==> src/rtl/com_rxs_pkg.sv <==
// -----------------------------------------------------------------------------
// com_rxs_pkg
// Shared definitions for the receive path (com_rxs, com_rx, typec_tx):
//   - BAG_* 4-bit bag type codes carried in the high nibble of the type byte
//   - receive-side state encoding
//   - bit positions inside the 4-bit status word
//   - stat_code(): builds a one-hot status word from a bit position
// -----------------------------------------------------------------------------
package com_rxs_pkg;

    // Bag types. Bit 3 set means the bag carries a length field and a payload.
    localparam logic [3:0] BAG_ACK    = 4'h1;
    localparam logic [3:0] BAG_STATUS = 4'h2;
    localparam logic [3:0] BAG_EVENT  = 4'h5;
    localparam logic [3:0] BAG_CFG    = 4'h8;
    localparam logic [3:0] BAG_DATA   = 4'hD;
    localparam int         BAG_LONG_BIT = 3;

    // Status word bit positions.
    localparam int STAT_OK   = 0;
    localparam int STAT_CSUM = 1;
    localparam int STAT_LEN  = 2;
    localparam int STAT_TMO  = 3;

    typedef enum logic [2:0] {
        ST_IDLE = 3'd0,
        ST_HUNT = 3'd1,
        ST_TYPE = 3'd2,
        ST_LENH = 3'd3,
        ST_LENL = 3'd4,
        ST_DATA = 3'd5,
        ST_CSUM = 3'd6,
        ST_DONE = 3'd7
    } rxs_state_t;

    function automatic logic [3:0] stat_code(input int bit_pos);
        return 4'b0001 << bit_pos;
    endfunction

endpackage

==> src/rtl/com_rxs.sv <==
// -----------------------------------------------------------------------------
// com_rxs -- frame parser for the receive path.
// Waits for a start request, hunts for the SOF byte, then parses
//   type byte, [length high, length low, payload...], checksum byte
// and reports a one-hot status word while holding fd high until the
// controller drops fs.
//
// Ports
//   clk       clock shared with com_rxf / com_rx
//   rst       asynchronous reset, active low
//   fs        start request, held by the controller until fd is seen
//   fd        frame finished (good or bad)
//   din       byte from com_rxf
//   din_vld   one-cycle strobe per din byte
//   btype     bag type, type byte [7:4]
//   didx      device index, type byte [3:0]
//   data_len  payload length
//   dout      payload byte
//   dout_vld  payload byte strobe, one cycle after the matching din_vld
//   stat      bit0 ok, bit1 csum_err, bit2 len_err, bit3 timeout
// -----------------------------------------------------------------------------
module com_rxs
    import com_rxs_pkg::*;
#(
    parameter logic [7:0] SOF = 8'hD5,
    parameter logic [7:0] TMO = 8'd200
) (
    input  logic        clk,
    input  logic        rst,
    input  logic        fs,
    output logic        fd,
    input  logic [7:0]  din,
    input  logic        din_vld,
    output logic [3:0]  btype,
    output logic [3:0]  didx,
    output logic [11:0] data_len,
    output logic [7:0]  dout,
    output logic        dout_vld,
    output logic [3:0]  stat
);

    rxs_state_t  state;
    rxs_state_t  state_nx;
    logic        armed;
    logic        active;
    logic        tmo_hit;
    logic [11:0] byte_cnt;
    logic [7:0]  idle_cnt;
    logic [7:0]  csum;

    assign active = (state == ST_TYPE) || (state == ST_LENH) || (state == ST_LENL) ||
                    (state == ST_DATA) || (state == ST_CSUM);

    // A byte arriving on the last idle cycle wins over the timeout.
    assign tmo_hit = active && !din_vld && (idle_cnt == TMO - 8'd1);

    assign fd = (state == ST_DONE);

    // After reset a start request only counts once fs has been seen low,
    // so a request held across reset does not restart the parser.
    always_ff @(posedge clk or negedge rst) begin
        if (!rst) begin
            state <= ST_IDLE;
            armed <= 1'b0;
        end else begin
            state <= state_nx;
            if (!fs)
                armed <= 1'b1;
        end
    end

    always_comb begin
        state_nx = state;
        case (state)
            ST_IDLE: if (fs && armed) state_nx = ST_HUNT;
            // Controller withdrew the request while hunting: nothing to report.
            ST_HUNT: begin
                if (!fs)
                    state_nx = ST_IDLE;
                else if (din_vld && din == SOF)
                    state_nx = ST_TYPE;
            end
            ST_DONE: if (!fs) state_nx = ST_IDLE;
            default: begin
                if (!fs)
                    state_nx = ST_HUNT;
                else if (tmo_hit)
                    state_nx = ST_DONE;
                else if (din_vld) begin
                    case (state)
                        ST_TYPE: state_nx = din[4 + BAG_LONG_BIT] ? ST_LENH : ST_CSUM;
                        ST_LENH: state_nx = (din[7:4] != 4'd0) ? ST_DONE : ST_LENL;
                        ST_LENL: state_nx = ({data_len[11:8], din} == 12'd0) ? ST_CSUM : ST_DATA;
                        ST_DATA: if (byte_cnt + 12'd1 == data_len) state_nx = ST_CSUM;
                        ST_CSUM: state_nx = ST_DONE;
                        default: state_nx = state;
                    endcase
                end
            end
        endcase
    end

    always_ff @(posedge clk or negedge rst) begin
        if (!rst) begin
            btype    <= '0;
            didx     <= '0;
            data_len <= '0;
            dout     <= '0;
            dout_vld <= 1'b0;
            stat     <= '0;
            byte_cnt <= '0;
            idle_cnt <= '0;
            csum     <= '0;
        end else begin
            dout_vld <= 1'b0;

            if (state == ST_IDLE && state_nx == ST_HUNT)
                stat <= '0;

            if (!active || din_vld)
                idle_cnt <= '0;
            else
                idle_cnt <= idle_cnt + 8'd1;

            if (active && fs) begin
                if (tmo_hit) begin
                    stat <= stat_code(STAT_TMO);
                end else if (din_vld) begin
                    case (state)
                        ST_TYPE: begin
                            btype    <= din[7:4];
                            didx     <= din[3:0];
                            data_len <= '0;
                            csum     <= din;
                        end
                        ST_LENH: begin
                            if (din[7:4] != 4'd0) begin
                                stat <= stat_code(STAT_LEN);
                            end else begin
                                data_len[11:8] <= din[3:0];
                                csum           <= csum + din;
                            end
                        end
                        ST_LENL: begin
                            data_len[7:0] <= din;
                            csum          <= csum + din;
                            byte_cnt      <= '0;
                        end
                        ST_DATA: begin
                            dout     <= din;
                            dout_vld <= 1'b1;
                            csum     <= csum + din;
                            byte_cnt <= byte_cnt + 12'd1;
                        end
                        ST_CSUM: begin
                            stat <= (din == csum) ? stat_code(STAT_OK) : stat_code(STAT_CSUM);
                        end
                        default: ;
                    endcase
                end
            end
        end
    end

endmodule
==> config.mk <==
export PLATFORM = sky130hd
export DESIGN_NAME = com_rxs
export DESIGN_NICKNAME = d
export VERILOG_FILES = /design/src/rtl/com_rxs_pkg.sv /design/src/rtl/com_rxs.sv
export SDC_FILE = /design/constraint.sdc
export NUM_CORES = 1
export LEC_CHECK = 0
export BUFFER_PORTS_ARGS = -buffer_cell sky130_fd_sc_hd__buf_2
export CAP_MARGIN = 20
export CORE_MARGIN = 4
export CORE_UTILIZATION = 40
export DETAILED_ROUTE_END_ITERATION = 16
export PLACE_DENSITY = 0.68
export SLEW_MARGIN = 20
export SYNTH_ARGS = -nofsm -noshare
export SYNTH_HDL_FRONTEND = slang
export SYNTH_SLANG_ARGS = --single-unit
==> constraint.sdc <==
create_clock -name clk -period 5.6 [get_ports clk]
set_input_delay 0.28 -clock clk [delete_from_list [all_inputs] [get_ports clk]]
set_output_delay 0.28 -clock clk [all_outputs]
set_load 0.1 [all_outputs]
### Word-level counts from Yosys, hierarchy flattened

Index checks and enable logic that the tools add are counted.
Widths: inputs -> output; s select.

* bits in registers: 65
* logic and storage cells: 87

* bitwise logic cells: 1
* muxes and demuxes: 31
* reduce and logical (&&, ||, !) cells: 27
* eq/ne operators: 13
* $add $sub $neg: 3

Operators with widths (count)
* $mux 3: 9
* $mux 4: 6
* $pmux 12 s2: 1
* $pmux 8 s3: 1
* $eq 8x8->1 const B: 2
* $mux 8: 2
* $pmux 4 s2: 2
* $pmux 8 s2: 1
* $reduce_and 4->1: 4
* $pmux 3 s5: 1
* $add 12x1->12 const B: 1
* $eq 12x12->1: 1
* $eq 3x3->1 const B: 4
* $logic_not 12->1: 1
* $reduce_and 5->1: 2
* $pmux 3 s3: 1
* $add 8x1->8 const B: 1
* $add 8x8->8: 1
* $eq 8x8->1: 1
* $eq 3x1->1 const B: 2
* $eq 3x2->1 const B: 2
* $logic_and 1x1->1: 6
* $mux 2: 3
* $reduce_bool 2->1: 3
* other kinds (9): 17

### Logic depth before layout (Yosys ltp)

Gate-level depths: netlist of the first run.

* word-level depth: 18
* mapped depth: 9

### Worst setup path before layout of the first run

No wires, ideal clock.

* kind: flip-flop to flip-flop
* start point: register state[0]
* end point: register state[0]
* data required time: 5.478 ns
* period minus slack after synthesis: 2.964 ns
* setup time: 0.122 ns
* arrival time: 2.842 ns
* setup slack: 2.636 ns
* stages on the path, launching flop included: 8
* cells stage by stage: dfrtp_1 inv_1 nor2_1 or3_1 buf_2 nor2_1 or3_1 a32o_1

* elaborated cells between the ends (all ways): 24
* those cells by class: eq/ne: 7; mux: 10; reduce/logical: 7

RTL lines
* start, declared: line com_rxs.sv:42 `rxs_state_t state;`
* start signal, assigned: line com_rxs.sv:66 `state <= state_nx;`
* $eq 3x3->1
* named net fd: line com_rxs.sv:31 `output logic fd,`
* $pmux 3 s3: line com_rxs.sv:74 `case (state)`
* named net state_nx[0]: line com_rxs.sv:43 `rxs_state_t state_nx;`

The timed path passes the listed nets, and every way through them passes these cells.
A chain may end at the register's enable or synchronous reset.

### Worst setup path in the final report of the first run

* start point: register state[0]
* end point: register state[0]

* word-level cells in the longest chain between the ends: 10
* elaborated cells between the ends (all ways): 24
* those cells by class: eq/ne: 7; mux: 10; reduce/logical: 7

Ends and longest elaborated chain
* $eq 3x2->1: line com_rxs.sv:51, com_rxs.sv:90
* $logic_or 1x1->1 (3 in a row): line com_rxs.sv:51 `assign active = (state == ST_TYPE) || (state == ST_LENH) || (state == ST_LENL) ||`
* $logic_or 1x1->1: line com_rxs.sv:52 `(state == ST_DATA) || (state == ST_CSUM);`
* $logic_and 1x1->1 (2 in a row): line com_rxs.sv:55 `assign tmo_hit = active && !din_vld && (idle_cnt == TMO - 8'd1);`
* $mux 3: line com_rxs.sv:87 `else if (tmo_hit)`
* $mux 3: line com_rxs.sv:85 `if (!fs)`
* $pmux 3 s3 *: line com_rxs.sv:74
* named net state_nx[0]: line com_rxs.sv:43

The timed path passes the listed nets; every way through them passes the cells marked *.

==> run_results.csv, run 1 <==
group,metric,value,unit
yosys,yosys_warnings,0,
placed_design,dp.cells,581,
clocking,clock-sinks,65,
critical_path,start_kind,"register",
die,dieWidth,106,um
critical_path,required,5.83,ns
yosys,synthTopCellsByArea,"dfrtp_1 (43%), nand2_1 (6.4%), mux2_2 (4.4%)",
yosys,synth_top_area_share,42.8,%
global_route,grt_usage,17.9,%
timing,period_needed,2.60,ns
placed_design,port_buffers,45,
critical_path,cp_max_fo,22,
routing,antenna_left,0,
critical_path,cp.arrival,2.84,ns
yosys,ys.flop_type,"dfrtp_1",
global_route,grt_overflow_total,0,
clocking,post-cts-setup-buffers,0,
worst_hold_path,hold_class,"input pin to asynchronous set/reset pin",
yosys,synth.avg_cell_area,8.93,sq um
routing,wl,9350,um
clocking,cts.clk_slew.worst_paths,0.07,ns
timing,max_freq,384,MHz
timing,hold_viol_final,0,
clocking,insertion_delay,0.34,ns
yosys,synth_cell_types,56,
timing,max_slew_margin,34.4,%
cells_and_area,stdcell_count,596,
global_route,grt_pass1_vias,3195,
critical_path,ff2ff_path_depth,6,
die,rows,35,
yosys,synth_top_area_cell,"dfrtp_1",
clocking,clockBufferDepth,2,
clocking,htreeDepth,3,
yosys,async_reset_ff_share,100,%
die,die_height,106,um
die,core-area,0.00924,sq mm
yosys,synth_edf_count,0,
run,drv_cap,0,
critical_path,reg2reg_to,"state[0]",
yosys,syn_area,0.00380,sq mm
cells_and_area,syn_to_final_growth,12.2,%
critical_path,crit_type,"register to register",
clocking,cts_buffers,9,
clocking,tritoncts,"done",
power_and_ir_drop,ir_worst_vdd,0.000184,V
power_and_ir_drop,pwr_density_cell,229,mW/mm^2
global_route,use_met2,28.5,%
yosys,synth_nets,448,
power_and_ir_drop,p_total,0.977,mW
timing,setup_violations,0,
run_status,outcome,"finished, final reports clean",
timing,tightest_slew,0.985,ns
global_route,grt_first_pass_wirelength,16200,um
timing,period_share,46.5,%
yosys,ys_seq_area_share,42.8,%
routing,wl_per_cell,15.7,um
die,dieArea,0.0111,sq mm
yosys,syn_inst,426,
cells_and_area,utilization,46.2,%
cells_and_area,layout.nets,485,
timing,tns,0,ns
routing,dr.first_iter.drc_count,174,
critical_path,timing.rr.start,"state[0]",
clocking,cts-resized-gates,0,
cells_and_area,drive_gt1_share,17.3,%
yosys,ys_ff_latch,65,
global_route,antenna_found_initial,0,
die,io_pins,46,
critical_path,rrSetupSlack,3.00,ns
timing,slew_viol_final,0,
routing,drcViolationCount,0,
global_route,use_met3,4.10,%
timing,finClkSkew,0.00820,ns
routing,via_per_inst,5.41,
global_route,grt_max_degree,66,
global_route,met1_usage,25.1,%
placed_design,dp_hpwl,6660,um
clocking,cts_hold_buf,0,
global_route,top_usage_layer,"met2",
power_and_ir_drop,leakage,1.94,nW
cells_and_area,antenna-diode-count,0,
routing,drt_pass1_iterations,4,
placed_design,place.gp.congestion,0.861,
routing,vias,3224,
clocking,cts_root_buf,"clkbuf_8",
die,start_util,41.2,%
critical_path,crit_path_end_kind,"register",
timing,rsz0062_at_grt,"false",
## flip-flops by register name, indices dropped and copies added, names as in the netlist, 3 cells and up
| signal | cells |
|---|---|
| csum | 8 |
| dout | 8 |
| btype | 4 |
| byte_cnt | 12 |
| state | 3 |
| data_len | 12 |
| didx | 4 |
| idle_cnt | 8 |
| stat | 4 |
## per-stage QoR
stage,cell area [sq um],setup slack [ns],hold WS (ns)
2_1_floorplan,3800,2.64,-0.0156
3_3_place_gp,4110,3.11,0.461
3_5_place_dp,4110,3.05,0.467
4_1_cts,4270,3.01,0.149
5_1_grt,4270,2.74,0.207
6_report,4270,3.00,0.106
## cells in the mapped netlist, drive strengths merged, types with 5 or more instances
library cell,instances
a31oi,7
o21ai,29
a21oi,18
inv,17
xnor2,14
nor2,33
ha,9
buf,16
a211oi,5
nand3,22
nand2,66
dfrtp,65
nor2b,6
nor3,15
nand2b,6
nand4,9
mux2i,5
xor2,8
nor4,6
mux2,15
and3,5
## worst max path at each step
stage | start | endpoint | slack (ns)
floorplan | state[0] | state[0] | 2.64
global placement | state[0] | state[0] | 3.11
detailed placement | state[0] | state[0] | 3.05
CTS | state[0] | state[0] | 3.01
global route | state[2] | csum[7] | 2.74
finish | state[0] | state[0] | 3.00
## power breakdown
group / internal [mW] / switching (mW) / total [mW]
Sequential: 0.482 / 0.0103 / 0.493
Combinational: 0.0361 / 0.104 / 0.140
Clock: 0.169 / 0.175 / 0.344
Total: 0.687 / 0.290 / 0.977
## critical path, cell delays in order (launching register included)
cell and delay [ns]:
dfrtp_1 0.74, inv_1 0.41, nor2_1 0.25, or3_1 0.30, nor2_1 0.18, or3_1 0.40, a32o_1 0.21
## cell usage in the layout, fill, tap and decap left out, drive strengths merged, types with 14 or more instances in the layout
| cell type | instances |
|---|---|
| a21oi | 18 |
| nor3 | 15 |
| nor2 | 33 |
| xnor2 | 14 |
| dfrtp | 65 |
| buf | 46 |
| inv | 17 |
| o21ai | 29 |
| nand3 | 22 |
| mux2 | 15 |
| nand2 | 66 |
## layout make-up
type,count,area [sq um]
inverters,17,63.8
flip-flops and latches,65,1630
clock inverters,3,17.5
well taps,129,161
fillers,905,4970
repair buffers,46,233
clock buffers,12,145
multi-input cells,324,2020
## cells by family after synthesis
family / count (synthesis) / share of synthesized area, %
AND/OR/NAND/NOR: 185 / 24.0
adder cells (fa/ha/maj): 10 / 3.49
flip-flops: 65 / 42.8
multiplexers: 20 / 5.76
XOR/XNOR: 22 / 5.07
buffers and inverters: 37 / 4.08
AO/OA/AOI/OAI: 87 / 14.8
## routing by layer
metal | part of all wire [%] | wire length, um
met3 | 5.1 | 477
met5 | 0 | 0
met4 | 1.1 | 104
met2 | 47 | 4380
met1 | 47 | 4380
(Power assumes the default switching activity.)
==> inputs of run 2 (changes only) <==
--- a/config.mk
+++ b/config.mk
@@ -10,7 +10,7 @@
 export CORE_MARGIN = 4
 export CORE_UTILIZATION = 40
 export DETAILED_ROUTE_END_ITERATION = 16
-export PLACE_DENSITY = 0.68
+export PLACE_DENSITY = 0.71
 export SLEW_MARGIN = 20
 export SYNTH_ARGS = -nofsm -noshare
 export SYNTH_HDL_FRONTEND = slang
==> constraint.sdc (replaced) <==
create_clock -name clk -period 2.25 [get_ports clk]
set_input_delay 0.1125 -clock clk [delete_from_list [all_inputs] [get_ports clk]]
set_output_delay 0.1125 -clock clk [all_outputs]
set_load 0.1 [all_outputs]
==> run 2 against run 1 <==
Compared with the run above: first-iteration DRC count is 2.3% higher; power rose to 2.8 times the previous value; sequential cell count stayed put; maximum frequency increased by 27%; die area unchanged; register-to-register slack lost 2.8 ns; non-clock buffer count increased by 13; critical path depth up 1; setup slack worse by 2.8 ns; clock skew up 0.0058 ns; via count increased by 3.1%; critical path type unchanged; largest power group unchanged.
==> run_results.csv, run 2 (synthesis results as in run 1) <==
group,metric,value,unit
die,start_util,41.2,%
worst_hold_path,holdPathStages,3,
timing,setup_ws,0.197,ns
cells_and_area,stdcell_count,610,
routing,via_per_inst,5.45,
routing,antenna_left,0,
timing,max_freq,487,MHz
cells_and_area,drive_gt1_share,20.8,%
timing,hold_viol_final,0,
critical_path,rrSetupSlack,0.20,ns
critical_path,crit_path_end_kind,"register",
clocking,htreeDepth,3,
cells_and_area,layout.nets,498,
cells_and_area,antenna-diode-count,0,
clocking,cts_buffers,9,
critical_path,ff2ff_path_depth,7,
placed_design,dp.cells,593,
timing,period_needed,2.05,ns
die,die_height,106,um
critical_path,required,2.48,ns
routing,vias,3325,
run,drv_cap,0,
timing,rsz0062_at_grt,"false",
global_route,grt_usage,18.7,%
critical_path,crit_type,"register to register",
power_and_ir_drop,p_total,2.70,mW
clocking,cts_root_buf,"clkbuf_8",
placed_design,place.gp.congestion,0.898,
placed_design,dp_hpwl,7040,um
timing,setup_violations,0,
critical_path,cp_max_fo,5,
critical_path,cp.arrival,2.28,ns
timing,finClkSkew,0.0140,ns
die,io_pins,46,
clocking,tritoncts,"done",
placed_design,post-place-ws,0.188,ns
global_route,grt_first_pass_wirelength,16800,um
cells_and_area,reg_top3,"byte_cnt: 12 flops, data_len: 12 flops",
clocking,insertion_delay,0.35,ns
clocking,clock-sinks,65,
die,dieArea,0.0111,sq mm
cells_and_area,final_common_cell,"nand2_1",
placed_design,port_buffers,45,
die,rows,35,
critical_path,start_kind,"register",
power_and_ir_drop,leakage,2.02,nW
cells_and_area,final_cell_mix,"nand2_1 (65), dfrtp_1 (61), buf_2 (45)",
timing,max_slew_margin,60.4,%
die,core-area,0.00924,sq mm
global_route,grt_overflow_total,0,
routing,dr.first_iter.drc_count,178,
clocking,clockBufferDepth,2,
timing,tightest_slew,0.591,ns
cells_and_area,fillCellCount,893,
routing,drt_pass1_iterations,4,
worst_hold_path,hold_class,"input pin to register",
routing,wl_per_cell,15.8,um
power_and_ir_drop,ir_worst_vdd,0.000437,V
clocking,cts.clk_slew.worst_paths,0.08,ns
cells_and_area,syn_to_final_growth,16.7,%
power_and_ir_drop,pwr_density_cell,608,mW/mm^2
run_status,outcome,"finished, final reports clean",
die,dieWidth,106,um
routing,drcViolationCount,0,
global_route,antenna_found_initial,0,
timing,slew_viol_final,0,
routing,wl,9640,um
timing,period_share,91.3,%
timing,tns,0,ns
global_route,grt_pass1_vias,3423,
global_route,grt_max_degree,40,
run 2: cell count changes in the layout (fill, tap and decap cells not counted), sizes merged:
cell,before,now
clkinvlp,1,2
buf,46,58
clkbuf,12,10
bufinv,0,2
dlygate4sd3,0,1
run 2: cell type report:
cell class                 instances  area, sq um  area share, %
multi-input combinational        324         2030           45.7
sequential                        65         1630           36.8
timing repair buffer              59          333           7.50
tap                              129          161           3.64
clock buffer                      10          128           2.88
clock inverter                     6         92.6           2.09
inverter                          17         63.8           1.44
run 2: per-layer routing:
layer	share of wire (%)	GRT usage, %
met1	44	24.6
met2	46	29.6
met3	7.7	5.39
met4	1.8	6.01
met5	0	0
run 2: through the flow:
| step | utilization (%) | hold WS [ns] | instance area, sq um |
|---|---|---|---|
| after global routing | 48.0 | 0.0729 | 4440 |
| after detailed placement | 45.5 | -0.0408 | 4210 |
| final | 48.0 | 0.0821 | 4440 |
| after CTS | 48.0 | 0.0690 | 4440 |
| after global placement | 45.5 | -0.0420 | 4210 |
| after floorplan | - | -0.183 | 3810 |
run 2: timing repair:
| item | in CTS | in global routing |
|---|---|---|
| gates resized for setup | 0 | 2 |
| hold endpoints to repair | 60 | 0 |
| setup buffers | 0 | 0 |
| setup endpoints to repair | 0 | 1 |
| hold buffers | 1 | 0 |
run 2: final timing paths:
check                       startpoint           end
max reg2reg                byte_cnt[0]      state[0]
max in group asynchronous          rst  data_len[11]
max                        byte_cnt[0]      state[0]
min in group asynchronous          rst   byte_cnt[4]
min reg2reg                idle_cnt[0]   idle_cnt[0]
min                             din[1]   data_len[1]
run 2: critical path, cell delays in order (launching register included):
cell	delay [ns]
dfrtp_1	0.41
ha_1	0.23
and2_1	0.21
and3_1	0.23
o2111ai_1	0.13
a211oi_1	0.21
nand4_1	0.20
a32o_1	0.31
run 2: where the power goes:
part / switching, mW / internal (mW) / leakage [nW]
Sequential: 0.0208 / 1.20 / 0.851
Combinational: 0.271 / 0.0969 / 1.07
Clock: 0.484 / 0.628 / 0.103
Total: 0.776 / 1.92 / 2.02
==> inputs of run 3 (changes only) <==
--- a/config.mk
+++ b/config.mk
@@ -5,12 +5,13 @@
 export SDC_FILE = /design/constraint.sdc
 export NUM_CORES = 1
 export LEC_CHECK = 0
-export BUFFER_PORTS_ARGS = -buffer_cell sky130_fd_sc_hd__buf_2
+export BUFFER_PORTS_ARGS = -buffer_cell sky130_fd_sc_hd__buf_4
 export CAP_MARGIN = 20
+export CORE_ASPECT_RATIO = 1.5
 export CORE_MARGIN = 4
 export CORE_UTILIZATION = 40
 export DETAILED_ROUTE_END_ITERATION = 16
-export PLACE_DENSITY = 0.71
+export PLACE_DENSITY = 0.68
 export SLEW_MARGIN = 20
 export SYNTH_ARGS = -nofsm -noshare
 export SYNTH_HDL_FRONTEND = slang
==> constraint.sdc (replaced) <==
create_clock -name clk -period 2.27 [get_ports clk]
set_input_delay 0.1135 -clock clk [delete_from_list [all_inputs] [get_ports clk]]
set_output_delay 0.1135 -clock clk [all_outputs]
set_load 0.1 [all_outputs]
==> run 3 against run 2 <==
Compared with the run above: largest cell class unchanged; routed wire length grew 1.5%; die area grew 0.28%; via count grew 1.6%; sequential share of layout area shrank 1.8 points; worst hold slack lost 0.015 ns; first-iteration DRC count shrank 6.2%.
==> run_results.csv, run 3 (synthesis results as in run 1) <==
group,metric,value,unit
critical_path,max_stage_delay,0.60,ns
routing,via_per_inst,5.65,
run_status,outcome,"finished, final reports clean",
critical_path,crit_path_end_kind,"register",
global_route,grt_usage,18.8,%
die,start_util,41.1,%
cells_and_area,final_cell_mix,"nand2_1 (65), dfrtp_1 (63), buf_4 (63)",
timing,max_slew_margin,44.0,%
cells_and_area,reg_top3,"byte_cnt: 12 flops, data_len: 12 flops",
routing,antenna_left,0,
die,dieArea,0.0112,sq mm
timing,tightest_slew,0.841,ns
clocking,cts_buffers,9,
power_and_ir_drop,p_int,2.29,mW
die,rows,43,
critical_path,crit_chain,"nor4_1 > nand3_2 > a32oi_1 > a21oi_1 > or3_1 > a32o_1",
global_route,grt_overflow_total,0,
timing,slew_viol_final,0,
power_and_ir_drop,pwr_density_cell,660,mW/mm^2
cells_and_area,layout.nets,503,
power_and_ir_drop,p_total,3.08,mW
clocking,htreeDepth,3,
worst_hold_path,hold_class,"input pin to register",
power_and_ir_drop,swShare,25.6,%
critical_path,cp_max_fo,6,
clocking,insertion_delay,0.33,ns
critical_path,required,2.49,ns
power_and_ir_drop,leakage,2.12,nW
timing,period_share,95.4,%
routing,wl,9790,um
global_route,grt_max_degree,66,
run,drv_cap,0,
critical_path,timing.critical_path.buf_inv,0,
cells_and_area,syn_to_final_growth,22.7,%
timing,tns,0,ns
power_and_ir_drop,pwr-share-comb,12.1,%
routing,vias,3378,
global_route,grt_pass1_vias,3458,
clocking,cts_root_buf,"clkbuf_16",
die,io_pins,46,
power_and_ir_drop,ir_worst_vdd,0.000468,V
global_route,antenna_found_initial,0,
die,core-area,0.00925,sq mm
timing,max_freq,462,MHz
cells_and_area,final_common_cell,"nand2_1",
power_and_ir_drop,sequentialPowerShare,39.5,%
timing,rsz0062_at_grt,"false",
routing,wl_per_cell,16.4,um
timing,hold_viol_final,0,
critical_path,crit_type,"register to register",
critical_path,cp_top_family,"simple AND/OR/NAND/NOR gates",
placed_design,dp_hpwl,7220,um
timing,setup_violations,0,
placed_design,place.gp.congestion,0.932,
timing,fin_hold_ws,0.0668,ns
cells_and_area,antenna-diode-count,0,
power_and_ir_drop,clock_power_share,48.4,%
placed_design,port_buffers,45,
timing,finClkSkew,0.00547,ns
clocking,tritoncts,"done",
routing,drt_pass1_iterations,5,
die,dieWidth,87.6,um
cells_and_area,drive_gt1_share,21.2,%
clocking,cts.clk_slew.worst_paths,0.06,ns
power_and_ir_drop,power.switching,0.789,mW
cells_and_area,fillCellCount,880,
global_route,grt_first_pass_wirelength,16600,um
clocking,clock-sinks,65,
routing,dr.first_iter.drc_count,167,
critical_path,start_kind,"register",
die,die_height,127,um
clocking,clockBufferDepth,2,
timing,period_needed,2.17,ns
routing,drcViolationCount,0,
critical_path,cp.arrival,2.38,ns
critical_path,cp_slowest_cell,"nor4_1",
==> run 3: final cells by class <==
cell class | count | area, sq um | share of cell area [%]
Multi-Input combinational cell | 324 | 2030 | 43.5
Sequential cell | 65 | 1630 | 34.9
Timing Repair Buffer | 64 | 483 | 10.4
Clock buffer | 11 | 243 | 5.20
Tap cell | 112 | 140 | 3.00
Clock inverter | 5 | 78.8 | 1.69
Inverter | 17 | 63.8 | 1.37
==> run 3: power groups by stage <==
stage / clock [mW] / combinational [mW] / sequential [mW]
after floorplan: 0 / 0.140 / 1.34
after global placement: 0 / 0.366 / 1.23
after detailed placement: 0 / 0.373 / 1.24
after CTS: 1.52 / 0.376 / 1.22
after global routing: 1.58 / 0.405 / 1.22
final: 1.49 / 0.373 / 1.22
==> run 3: final timing paths <==
kind | start | to | slack [ns] | cells past startpoint
worst max-delay path | data_len[10] | state[0] | 0.10 | 6
worst min-delay path | fs | armed | 0.07 | 2
worst max register to register | data_len[10] | state[0] | 0.10 | 6
worst min register to register | idle_cnt[0] | idle_cnt[0] | 0.48 | 1
max in group asynchronous | rst | data_len[8] | 1.24 | 2
min in group asynchronous | rst | byte_cnt[6] | 0.43 | 2
==> run 3: metrics by stage <==
stage / cell area [sq um] / setup WS [ns] / utilization, % / cells
after global routing: 4670 / 0.0305 / 50.4 / 598
after global placement: 4330 / 0.163 / 46.8 / 581
after floorplan: 3810 / 0.00696 / - / 426
after CTS: 4670 / 0.141 / 50.4 / 598
after detailed placement: 4330 / 0.146 / 46.8 / 581
final: 4670 / 0.104 / 50.4 / 598
==> run 3: per-layer routing <==
metal	vias to the layer above	GRT usage (%)	share of wire (%)
met3	18	4.26	4.8
met2	94	31.3	52
li1	1629	-	-
met1	1637	23.1	41
met5	-	0	0
met4	0	7.50	1.9
==> run 3: worst register-to-register path, delay by kind of cell (launching register included) <==
family,cells,cell delay [ns]
AOI/OAI and AO/OA,3,0.51
DFF,1,0.46
and+or+nand+nor,3,1.09
==> run 3: timing repair <==
item	4_1_cts	5_1_grt
hold endpoints to repair	65	0
hold buffers	1	0
endpoints found under the setup margin	0	1
gates resized for setup	0	1
buffers inserted	0	0
